$ cat src/rtl/fetch_seq_pkg.sv
// rtl/fetch_seq_pkg.sv - shared types and constants for the fetch sequencer
package fetch_seq_pkg;

  typedef enum logic [1:0] {
    ST_BOOT  = 2'd0,
    ST_FETCH = 2'd1,
    ST_HOLD  = 2'd2
  } fetch_state_t;

  localparam logic [31:0] INSTR_NOP        = 32'h0000_0000;
  localparam logic [31:0] DEFAULT_RESET_PC = 32'h0000_0000;

endpackage

$ cat src/rtl/fetch_seq_adder.sv
// rtl/fetch_seq_adder.sv - plain wrap-around adder used for the pc increment
module fetch_seq_adder #(
  parameter int AW = 32
) (
  input  logic [AW-1:0] a,
  input  logic [AW-1:0] b,
  output logic [AW-1:0] sum
);

  assign sum = a + b;

endmodule

$ cat src/rtl/fetch_seq_skid.sv
// rtl/fetch_seq_skid.sv - single-entry skid buffer holding one fetched word and its pc+4
module fetch_seq_skid
  import fetch_seq_pkg::*;
#(
  parameter int AW = 32
) (
  input  logic          clk,
  input  logic          reset,
  input  logic          load,
  input  logic          drain,
  input  logic          flush,
  input  logic [31:0]   load_instr,
  input  logic [AW-1:0] load_pc4,
  output logic          full,
  output logic [31:0]   instr,
  output logic [AW-1:0] pc4
);

  // flush wins so a redirect never lets a stale word escape
  always_ff @(posedge clk or negedge reset) begin
    if (!reset) begin
      full  <= 1'b0;
      instr <= INSTR_NOP;
      pc4   <= '0;
    end else if (flush) begin
      full <= 1'b0;
    end else if (load) begin
      full  <= 1'b1;
      instr <= load_instr;
      pc4   <= load_pc4;
    end else if (drain) begin
      full <= 1'b0;
    end
  end

endmodule

$ cat src/rtl/fetch_sequencer.sv
// rtl/fetch_sequencer.sv - fetch FSM with output register, skid buffer and redirect kill
// Optional perf counters enabled by defining FETCH_SEQ_PERF_EN.
module fetch_sequencer
  import fetch_seq_pkg::*;
#(
  parameter int            AW       = 32,
  parameter logic [AW-1:0] RESET_PC = AW'(DEFAULT_RESET_PC)
) (
  input  logic          clk,
  input  logic          reset,
  input  logic          stall,
  input  logic          pcsrc,
  input  logic [AW-1:0] pcbranch,
  output logic          imem_req,
  output logic [AW-1:0] imem_addr,
  input  logic          imem_ready,
  input  logic [31:0]   imem_rdata,
  output logic [31:0]   instr,
  output logic [AW-1:0] pcplus4,
  output logic          instr_valid
`ifdef FETCH_SEQ_PERF_EN
  ,
  output logic [31:0]   perf_wait_cnt,
  output logic [31:0]   perf_flush_cnt
`endif
);

  fetch_state_t  state, state_next;
  logic [AW-1:0] pc, redirect_pc, pc_inc, target;
  logic          kill;
  logic          redirect, consumed, out_free;
  logic          take, drop, skid_load, skid_drain;
  logic          skid_full;
  logic [31:0]   skid_instr;
  logic [AW-1:0] skid_pc4;

  assign redirect  = pcsrc && (state != ST_BOOT);
  assign consumed  = instr_valid && !stall;
  assign out_free  = !instr_valid || !stall;
  assign target    = pcbranch & ~AW'(3);
  assign imem_addr = pc;

  fetch_seq_adder #(.AW(AW)) u_pc_add (
    .a   (pc),
    .b   (AW'(4)),
    .sum (pc_inc)
  );

  fetch_seq_skid #(.AW(AW)) u_skid (
    .clk        (clk),
    .reset      (reset),
    .load       (skid_load),
    .drain      (skid_drain),
    .flush      (redirect),
    .load_instr (imem_rdata),
    .load_pc4   (pc_inc),
    .full       (skid_full),
    .instr      (skid_instr),
    .pc4        (skid_pc4)
  );

  always_ff @(posedge clk or negedge reset) begin
    if (!reset) state <= ST_BOOT;
    else        state <= state_next;
  end

  always_comb begin
    state_next = state;
    imem_req   = 1'b0;
    take       = 1'b0;
    drop       = 1'b0;
    skid_load  = 1'b0;
    skid_drain = 1'b0;
    case (state)
      ST_BOOT: state_next = ST_FETCH;
      ST_FETCH: begin
        imem_req = 1'b1;
        if (redirect) begin
          state_next = ST_FETCH;
        end else if (imem_ready && kill) begin
          drop = 1'b1;
        end else if (imem_ready && out_free) begin
          take = 1'b1;
        end else if (imem_ready) begin
          skid_load  = 1'b1;
          state_next = ST_HOLD;
        end
      end
      ST_HOLD: begin
        if (redirect) begin
          state_next = ST_FETCH;
        end else if (out_free && skid_full) begin
          skid_drain = 1'b1;
          state_next = ST_FETCH;
        end
      end
      default: state_next = ST_BOOT;
    endcase
  end

  // A redirect with the request still in flight parks the target in redirect_pc
  // so imem_addr stays on the old address until memory completes it.
  always_ff @(posedge clk or negedge reset) begin
    if (!reset) begin
      pc          <= RESET_PC;
      redirect_pc <= RESET_PC;
      kill        <= 1'b0;
      instr       <= INSTR_NOP;
      pcplus4     <= '0;
      instr_valid <= 1'b0;
    end else if (redirect) begin
      instr_valid <= 1'b0;
      if (state == ST_FETCH && !imem_ready) begin
        kill        <= 1'b1;
        redirect_pc <= target;
      end else begin
        kill <= 1'b0;
        pc   <= target;
      end
    end else if (drop) begin
      kill <= 1'b0;
      pc   <= redirect_pc;
      if (consumed) instr_valid <= 1'b0;
    end else if (take) begin
      instr       <= imem_rdata;
      pcplus4     <= pc_inc;
      instr_valid <= 1'b1;
      pc          <= pc_inc;
    end else if (skid_load) begin
      pc <= pc_inc;
    end else if (skid_drain) begin
      instr       <= skid_instr;
      pcplus4     <= skid_pc4;
      instr_valid <= 1'b1;
    end else if (consumed) begin
      instr_valid <= 1'b0;
    end
  end

`ifdef FETCH_SEQ_PERF_EN
  always_ff @(posedge clk or negedge reset) begin
    if (!reset) begin
      perf_wait_cnt  <= '0;
      perf_flush_cnt <= '0;
    end else begin
      if (state == ST_FETCH && !imem_ready && perf_wait_cnt != 32'hFFFF_FFFF)
        perf_wait_cnt <= perf_wait_cnt + 32'd1;
      if (redirect && perf_flush_cnt != 32'hFFFF_FFFF)
        perf_flush_cnt <= perf_flush_cnt + 32'd1;
    end
  end
`endif

endmodule

$ cat config.mk
export PLATFORM = sky130hd
export DESIGN_NAME = fetch_sequencer
export DESIGN_NICKNAME = d
export VERILOG_FILES = /design/src/rtl/fetch_seq_pkg.sv /design/src/rtl/fetch_seq_adder.sv /design/src/rtl/fetch_seq_skid.sv /design/src/rtl/fetch_sequencer.sv
export SDC_FILE = /design/constraint.sdc
export NUM_CORES = 1
export LEC_CHECK = 0
export ABC_AREA = 1
export BUFFER_PORTS_ARGS = -buffer_cell sky130_fd_sc_hd__buf_2
export CORE_ASPECT_RATIO = 0.75
export CORE_MARGIN = 2
export CORE_UTILIZATION = 44
export CTS_CLUSTER_SIZE = 30
export DETAILED_ROUTE_END_ITERATION = 10
export PLACE_DENSITY_LB_ADDON = 0.12
export SETUP_SLACK_MARGIN = 0.2
export SLEW_MARGIN = 20
export SYNTH_ARGS = -nofsm -noshare
export SYNTH_HDL_FRONTEND = slang
export SYNTH_SLANG_ARGS = --single-unit
export TNS_END_PERCENT = 30
$ cat constraint.sdc
create_clock -name clk -period 1.8 [get_ports clk]
set_input_delay 0.18 -clock clk [delete_from_list [all_inputs] [get_ports clk]]
set_output_delay 0.18 -clock clk [all_outputs]
set_load 0.02 [all_outputs]
==> impl_metrics.yaml, run 1 <==
finish:
  nets: 1494
  nFillCells: 1918
  multiInputGateArea_um2: 3900
  drive_above_1_share_pct: 24.4
  area.sequential_um2: 4750
  postLayoutCoreUtil_pct: 59.3
  area_growth_pct: 31.3
cts:
  clkTransAtPathRegs_ps: 80
  clock_sinks: 189
  htreeDepth: 4
  clk_latency_ps: 440
  root_buffer: "clkbuf_16"
  cts_buffer_depth: 2
  tritoncts: "yes"
  cts_buffers: 17
timing:
  skew_ps: 9.93
  rsz0062_at_grt: "yes"
  fmax_ghz: 0.615
  finalHoldViolations: 0
  drv_slew: 0
  holdWs_ps: 14.1
  finalSetupViolations: 0
  min_period_ps: 1630
  period_share_pct: 90.3
route:
  drc: 0
  detail_route.vias_per_cell: 4.97
  ant_nets: 0
  wl_um: 26300
  drt_first_iter_violations: 771
  vias: 8544
  wire_per_inst_um: 15.3
  firstDrtPassIters: 5
die:
  pin_count: 167
  die_x_um: 171
  coreArea_um2: 20400
  design.die.area_um2: 22100
  die_h_um: 129
  initial_utilization_pct: 45.1
  rows: 45
grt:
  grt_max_degree: 55
  overflow: 0
  grt_pass1_wl_um: 39800
  grtUsageTotal_pct: 23.3
  antenna_found_initial: 1
  grt_pass1_vias: 7482
setup_path:
  cp-start-kind: "flip-flop"
  cp.required_ps: 2150
  crit_path_end_kind: "flip-flop"
  timing_worst_setup_path_type: "reg -> reg"
  arrival_ps: 1980
  crit_fanout: 30
yosys:
  synth-edff-count: 0
  syn_avg_cell_area_um2: 7.69
  yosys_warnings: 0
  seq_area_frac_synth_pct: 51.4
  ys_seq_elements: 189
  synth_area_um2: 9200
  synthFlopType: "dfrtp_1"
  yosys.area.top_type_share_pct: 51.4
  synth_area_leaders: "dfrtp_1, nand2_1, o21ai_0"
  synth.distinct_cells: 35
  synth.cells.most_frequent: "nand2_1, dfrtp_1, o21ai_0, inv_1, a21oi_1"
  async_reset_ff_share_pct: 100
  yosysTopAreaCell: "dfrtp_1"
  postSynthCellCount: 1196
  yosysMostFrequentCell: "nand2_1"
pwr:
  power.density_nw_per_um2: 1360
  ir_drop_uv: 644
  power_mw: 16.5
  leakagePower_nw: 6.12
placement:
  port_buffers: 160
  finalWeightedCongestion: 0.923
  hpwl_um: 17200
flow_run:
  maxCapViolations: 0
worst_hold_path:
  hold_path.class: "in -> reg"
status:
  status: "finished, final reports clean"
power by group:
| group | total, mW | internal (mW) | switching, mW |
|---|---|---|---|
| registers | 6.49 | 5.64 | 0.854 |
| logic | 6.06 | 2.23 | 3.83 |
| clock network | 3.93 | 2.04 | 1.89 |
| total | 16.5 | 9.91 | 6.57 |
worst max-delay path, cell delays in order (launching register included):
cell and delay, ps:
dfrtp_1 380, buf_4 150, o21ai_2 220, nand2_1 150
nand2_4 150, buf_12 200, a21oi_1 60, a21oi_1 210
sequential cells by signal, summed over array words and instances (netlist names), 2 cells and up:
register and cells:
redirect_pc 30, instr 32, u_skid.pc4 30, state 2
pcplus4 30, imem_addr 30, u_skid.instr 32
what timing repair did:
item                                    in CTS  in global routing
cloned                                       0                  8
endpoints found under the setup margin      97                155
hold buffers                                44                  0
resized for setup                           21                 91
pin swaps                                    2                 19
hold endpoints to repair                    82                  0
setup buffers                                3                 17
layout make-up:
type / count / share of cell area [%]
clock inverters: 14 / 1.41
inverters: 116 / 3.77
well taps: 282 / 2.92
clock buffers: 18 / 3.64
repair buffers: 272 / 16.6
diodes: 1 / 0.0207
multi-input cells: 828 / 32.3
flip-flops and latches: 189 / 39.3
cell families after synthesis:
| family | synth area share, % |
|---|---|
| other cells | 0.0408 |
| fa+ha+maj | 0.136 |
| flops | 51.4 |
| buf+inv | 8.95 |
| simple gates | 22.8 |
| compound gates | 15.8 |
| xor+xnor | 0.762 |
| mux | 0.122 |
through the flow:
step | cells | worst slack [ps] | setup TNS (ps) | instance area (um^2)
after floorplan | 1199 | 216 | 0 | 9210
after global placement | 1615 | -3.35 | -3.35 | 10400
after detailed placement | 1615 | -5.34 | -5.34 | 10400
after CTS | 1694 | 130 | 0 | 11600
after global routing | 1720 | 73.9 | 0 | 12100
final | 1720 | 174 | 0 | 12100
path summary, 6_finish.rpt:
kind	to	slack (ps)	startpoint	cells after the start
setup / recovery	imem_addr[29]	170	state[1]	7
hold / removal	redirect_pc[8]	10	pcbranch[8]	3
setup reg to reg	imem_addr[29]	170	state[1]	7
hold reg to reg	u_skid.pc4[16]	470	u_skid.pc4[16]	2
max in group asynchronous	u_skid.instr[26]	940	reset	3
min in group asynchronous	u_skid.instr[4]	220	reset	2
routing by layer:
layer | GRT usage, % | wire length [um]
met5 | 0 | 0
met3 | 4.92 | 1730
met1 | 36.3 | 13400
met4 | 5.28 | 236
met2 | 33.2 | 11000
layout by cell type, fill, tap and decap left out, types with 39 or more instances in the layout:
cell type,count
nand2_1,351
dfrtp_1,173
buf_2,160
o21ai_0,120
inv_1,108
a21oi_1,95
nor2_1,81
o21ai_1,49
buf_4,45
dlygate4sd3_1,44
nand3_1,39
(Power assumes the default switching activity.)
==> inputs of run 2 (changes only) <==
CORE_MARGIN = 4   (was 2)
==> run 2 against run 1 <==
Critical path depth grew 1. Global-route usage shrank 0.69 points. Utilization grew 0.75 points. Setup slack gained 26 ps. Critical endpoint is now imem_addr[7]. Fmax grew 1.6%. Largest power group unchanged. Clock skew grew 1.6 ps. Combinational power grew 2%. Sequential cell count is the same.
==> impl_metrics.yaml, run 2 (synthesis gave the netlist of run 1 again) <==
status:
  status: "finished, final reports clean"
worst_hold_path:
  hold_path.class: "in -> reg"
  hold_path_depth: 3
route:
  top_layer: "met4"
  ant_nets: 0
  wl_met3_um: 2230
  vias: 8553
  firstDrtPassIters: 4
  wire_per_inst_um: 15.8
  wl_met1_um: 13200
  drt_first_iter_violations: 775
  dr_wl_met2_um: 11500
  drc: 0
  detail_route.vias_per_cell: 4.96
  wl_um: 27200
timing:
  rsz0062_at_grt: "yes"
  fmax_ghz: 0.625
  finalSetupViolations: 0
  drv_slew: 0
  worst_slack_ps: 199
  skew_ps: 11.6
  finalHoldViolations: 0
  min_period_ps: 1600
  period_share_pct: 88.9
pwr:
  ir_drop_uv: 774
  power_mw: 16.6
  leakagePower_nw: 6.18
  power.density_nw_per_um2: 1360
cts:
  clock_sinks: 189
  htreeDepth: 4
  root_buffer: "clkbuf_16"
  cts_buffers: 17
  clk_latency_ps: 440
  cts_buffer_depth: 2
  tritoncts: "yes"
  clkTransAtPathRegs_ps: 70
finish:
  drive_above_1_share_pct: 25.4
  most-common-layout-cells: "nand2_1, dfrtp_1, buf_2, inv_1, o21ai_0"
  area.sequential_um2: 4750
  multiInputGateArea_um2: 3950
  area_growth_pct: 33.0
  antennaDiodeCount: 0
  postLayoutCoreUtil_pct: 60.0
  nets: 1499
  nFillCells: 1882
  fin_area_um2: 12200
  top_regs: "instr (32), u_skid.instr (32)"
  final_common_cell: "nand2_1"
setup_path:
  r2r_cells: 8
  crit_fanout: 5
  max_stage_delay_ps: 440
  crit_cells: 8
  critical_path.most_common_cell: "nand2_1"
  critPathBufInv: 1
  crit_path_end_kind: "flip-flop"
  cp-start-kind: "flip-flop"
  arrival_ps: 1980
  cp.required_ps: 2180
  timing_worst_setup_path_type: "reg -> reg"
  path_cells: "nand3_1, nor2_1, buf_4, xor2_1, nand2_1, nand3_1, nand2_1, nand2_1"
  slowest_stage: "dfrtp_2"
  path_delay_family: "simple AND/OR/NAND/NOR gates"
grt:
  overflow: 0
  grt_max_degree: 54
  grt_pass1_wl_um: 42300
  antenna_found_initial: 0
  grtUsageTotal_pct: 22.6
  grt_pass1_vias: 7864
placement:
  place_ws_ps: -91.6
  finalWeightedCongestion: 0.951
  port_buffers: 160
  hpwl_um: 17400
  postPlaceCellArea_um2: 10400
die:
  design.die.area_um2: 23300
  pin_count: 167
  die_h_um: 133
  initial_utilization_pct: 45.1
  die_x_um: 175
  coreArea_um2: 20400
  rows: 45
flow_run:
  maxCapViolations: 0
==> run 2: changes by cell type in the layout (fill, tap and decap cells not counted), moves of 3 or more <==
| cell | before | now |
|---|---|---|
| o21ai_0 | 120 | 105 |
| o21ai_1 | 49 | 64 |
| dlygate4sd3_1 | 44 | 36 |
| buf_4 | 45 | 52 |
| nand2_1 | 351 | 345 |
| a21oi_1 | 95 | 99 |
| a21oi_2 | 5 | 1 |
| nand2_2 | 22 | 26 |
| buf_16 | 0 | 3 |
==> run 2: cell type report <==
class,count,area share (%)
Tap cell,282,2.88
Timing Repair Buffer,277,17.4
Clock buffer,17,3.48
Multi-Input combinational cell,828,32.3
Sequential cell,189,38.8
Inverter,116,3.74
Clock inverter,14,1.46
==> run 2: worst register-to-register path: cells and delay by family, from the launching register on <==
family / cells / cell delay [ps]
AND/OR/NAND/NOR: 6 / 610
buffers and inverters: 1 / 160
XOR/XNOR: 1 / 350
flip-flops: 1 / 440
==> run 2: through the flow <==
step / instances / hold WS (ps) / TNS, ps
after floorplan: 1199 / -116 / 0
after global placement: 1617 / 140 / -285
after detailed placement: 1617 / 134 / -181
after CTS: 1695 / 2.66 / 0
after global routing: 1723 / 13.2 / 0
final: 1723 / 14.5 / 0
==> run 2: what timing repair did <==
action	4_1_cts	5_1_grt
pin swaps	3	23
hold endpoints to repair	69	0
cloned	2	7
setup buffers	9	21
hold buffers	36	0
setup endpoints to repair	88	156
gates resized for setup	28	120
==> run 2: final timing paths <==
check,startpoint,endpoint,slack (ps)
setup / recovery,imem_addr[4],imem_addr[7],200
hold / removal,pcbranch[9],redirect_pc[9],10
setup reg to reg,imem_addr[4],imem_addr[7],200
hold reg to reg,u_skid.pc4[11],u_skid.pc4[11],470
max in group asynchronous,reset,imem_addr[27],950
min in group asynchronous,reset,instr[6],230
==> run 2: power breakdown <==
part	internal (mW)	total, mW	switching (mW)
Combinational	2.34	6.21	3.88
Sequential	5.63	6.49	0.853
Clock	2.10	3.94	1.84
==> run 2: routing by layer <==
metal	GRT usage [%]	vias to the layer above
met5	0	-
met4	5.06	0
met3	5.65	24
met2	32.5	275
met1	34.5	3982
li1	-	4272
==> inputs of run 3 (changes only) <==
PLACE_DENSITY_LB_ADDON = 0.08   (was 0.12)
==> run 3 against run 2 <==
Clock power is 6.3% lower. Non-clock buffer count unchanged. Cell count about the same. Combinational power is 0.6% higher. Register-to-register slack worse by 40 ps. Die area unchanged. Clock skew rose by 5.6 ps. Sequential share of layout area decreased by 0.36 points. Sequential power barely moved.
==> impl_metrics.yaml, run 3 (synthesis gave the netlist of run 1 again) <==
status:
  status: "finished, final reports clean"
timing:
  drv_slew: 0
  rsz0062_at_grt: "yes"
  period_share_pct: 91.2
  skew_ps: 17.1
  finalSetupViolations: 0
  min_period_ps: 1640
  worst_slack_ps: 159
  finalSetupTns_ps: 0
  fmax_ghz: 0.609
  finalHoldViolations: 0
worst_hold_path:
  hold_path.class: "in -> reg"
  hold_path_depth: 3
cts:
  htreeDepth: 4
  clock_sinks: 189
  tritoncts: "yes"
  root_buffer: "clkbuf_16"
  cts_buffers: 17
  clk_latency_ps: 440
  cts_buffer_depth: 2
  clkTransAtPathRegs_ps: 80
die:
  coreArea_um2: 20400
  die_h_um: 133
  pin_count: 167
  design.die.area_um2: 23300
  initial_utilization_pct: 45.1
  die_x_um: 175
  rows: 45
placement:
  finalWeightedCongestion: 0.910
  placedCellCount: 1621
  port_buffers: 160
  hpwl_um: 17800
  place_ws_ps: 43.1
finish:
  final_common_cell: "nand2_1"
  area.sequential_um2: 4740
  final_cells: 1724
  postLayoutCoreUtil_pct: 60.5
  nets: 1500
  most-common-layout-cells: "nand2_1, dfrtp_1, buf_2, inv_1, o21ai_0"
  drive_above_1_share_pct: 26.0
  antennaDiodeCount: 0
  nFillCells: 1916
  top_regs: "instr (32), u_skid.instr (32)"
  area_growth_pct: 34.1
  multiInputGateArea_um2: 4020
setup_path:
  r2r_cells: 10
  arrival_ps: 1970
  crit_path_end_kind: "flip-flop"
  cp.required_ps: 2120
  cp-start-kind: "flip-flop"
  timing_worst_setup_path_type: "reg -> reg"
  crit_fanout: 10
grt:
  antenna_found_initial: 0
  grt_pass1_wl_um: 41400
  grtUsageTotal_pct: 22.3
  grt_pass1_vias: 7820
  overflow: 0
  grt_max_degree: 50
route:
  vias: 8597
  drt_first_iter_violations: 730
  firstDrtPassIters: 6
  drc: 0
  ant_nets: 0
  wire_per_inst_um: 15.8
  detail_route.vias_per_cell: 4.99
  wl_um: 27300
pwr:
  leakagePower_nw: 6.23
  power.density_nw_per_um2: 1330
  ir_drop_uv: 672
flow_run:
  maxCapViolations: 0
run 3: cell types whose count changed in the layout (fill, tap and decap cells not counted), sizes merged:
cell | previous run | this run
clkinv | 5 | 4
buf | 235 | 229
clkbuf | 23 | 27
bufinv | 2 | 0
clkinvlp | 3 | 5
inv | 120 | 121
dlygate4sd3 | 36 | 39
run 3: critical path: stages (launching register included):
cell	delay (ps)
dfrtp_1	400
inv_1	70
nand2_2	70
nor2_4	130
nand2_4	90
nor2_4	110
nand2_4	100
buf_12	160
clkbuf_16	160
o21ai_0	150
o21ai_1	80
run 3: timing repair:
action | 4_1_cts | 5_1_grt
hold endpoints to repair | 80 | 1
buffers inserted | 6 | 14
cloned | 1 | 12
resized for setup | 35 | 122
hold buffers | 38 | 1
pin swaps | 2 | 24
setup endpoints to repair | 128 | 147
run 3: routing by layer:
metal | part of all wire [%] | vias to the layer above | routed length [um] | global-route usage (%)
met5 | 0 | - | 0 | 0
met4 | 1.0 | 0 | 285 | 4.62
met3 | 7.6 | 21 | 2070 | 5.19
met2 | 43 | 256 | 11700 | 32.2
met1 | 49 | 4046 | 13300 | 34.3
li1 | - | 4274 | - | -
run 3: report_power, final:
group	total (mW)	leakage [nW]	switching, mW	internal (mW)
registers	6.50	2.17	0.875	5.63
logic	6.25	3.80	3.91	2.34
clock network	3.69	0.262	1.83	1.86
total	16.4	6.23	6.61	9.83
run 3: cell type report:
class	instances	share of cell area, %
inverters	116	3.68
clock inverters	13	1.01
multi-input cells	828	32.6
flip-flops and latches	189	38.5
clock buffers	18	3.56
repair buffers	277	17.7
well taps	282	2.86
repair inverters	1	0.0710
run 3: final timing paths:
path / from / to / slack (ps)
setup / recovery: state[1] / instr[22] / 160
hold / removal: pcbranch[19] / redirect_pc[19] / 10
setup reg to reg: state[1] / instr[22] / 160
hold reg to reg: u_skid.pc4[16] / u_skid.pc4[16] / 470
max in group asynchronous: reset / pcplus4[31] / 910
min in group asynchronous: reset / instr[3] / 250
run 3: stage by stage:
stage / area [um^2] / power [mW] / hold slack, ps
floorplan: 9210 / 9.90 / -116
global placement: 10500 / 12.0 / 167
detailed placement: 10500 / 12.1 / 157
CTS: 11600 / 16.0 / 1.73
global route: 12300 / 17.6 / 7.50
finish: 12300 / 16.4 / 10.4
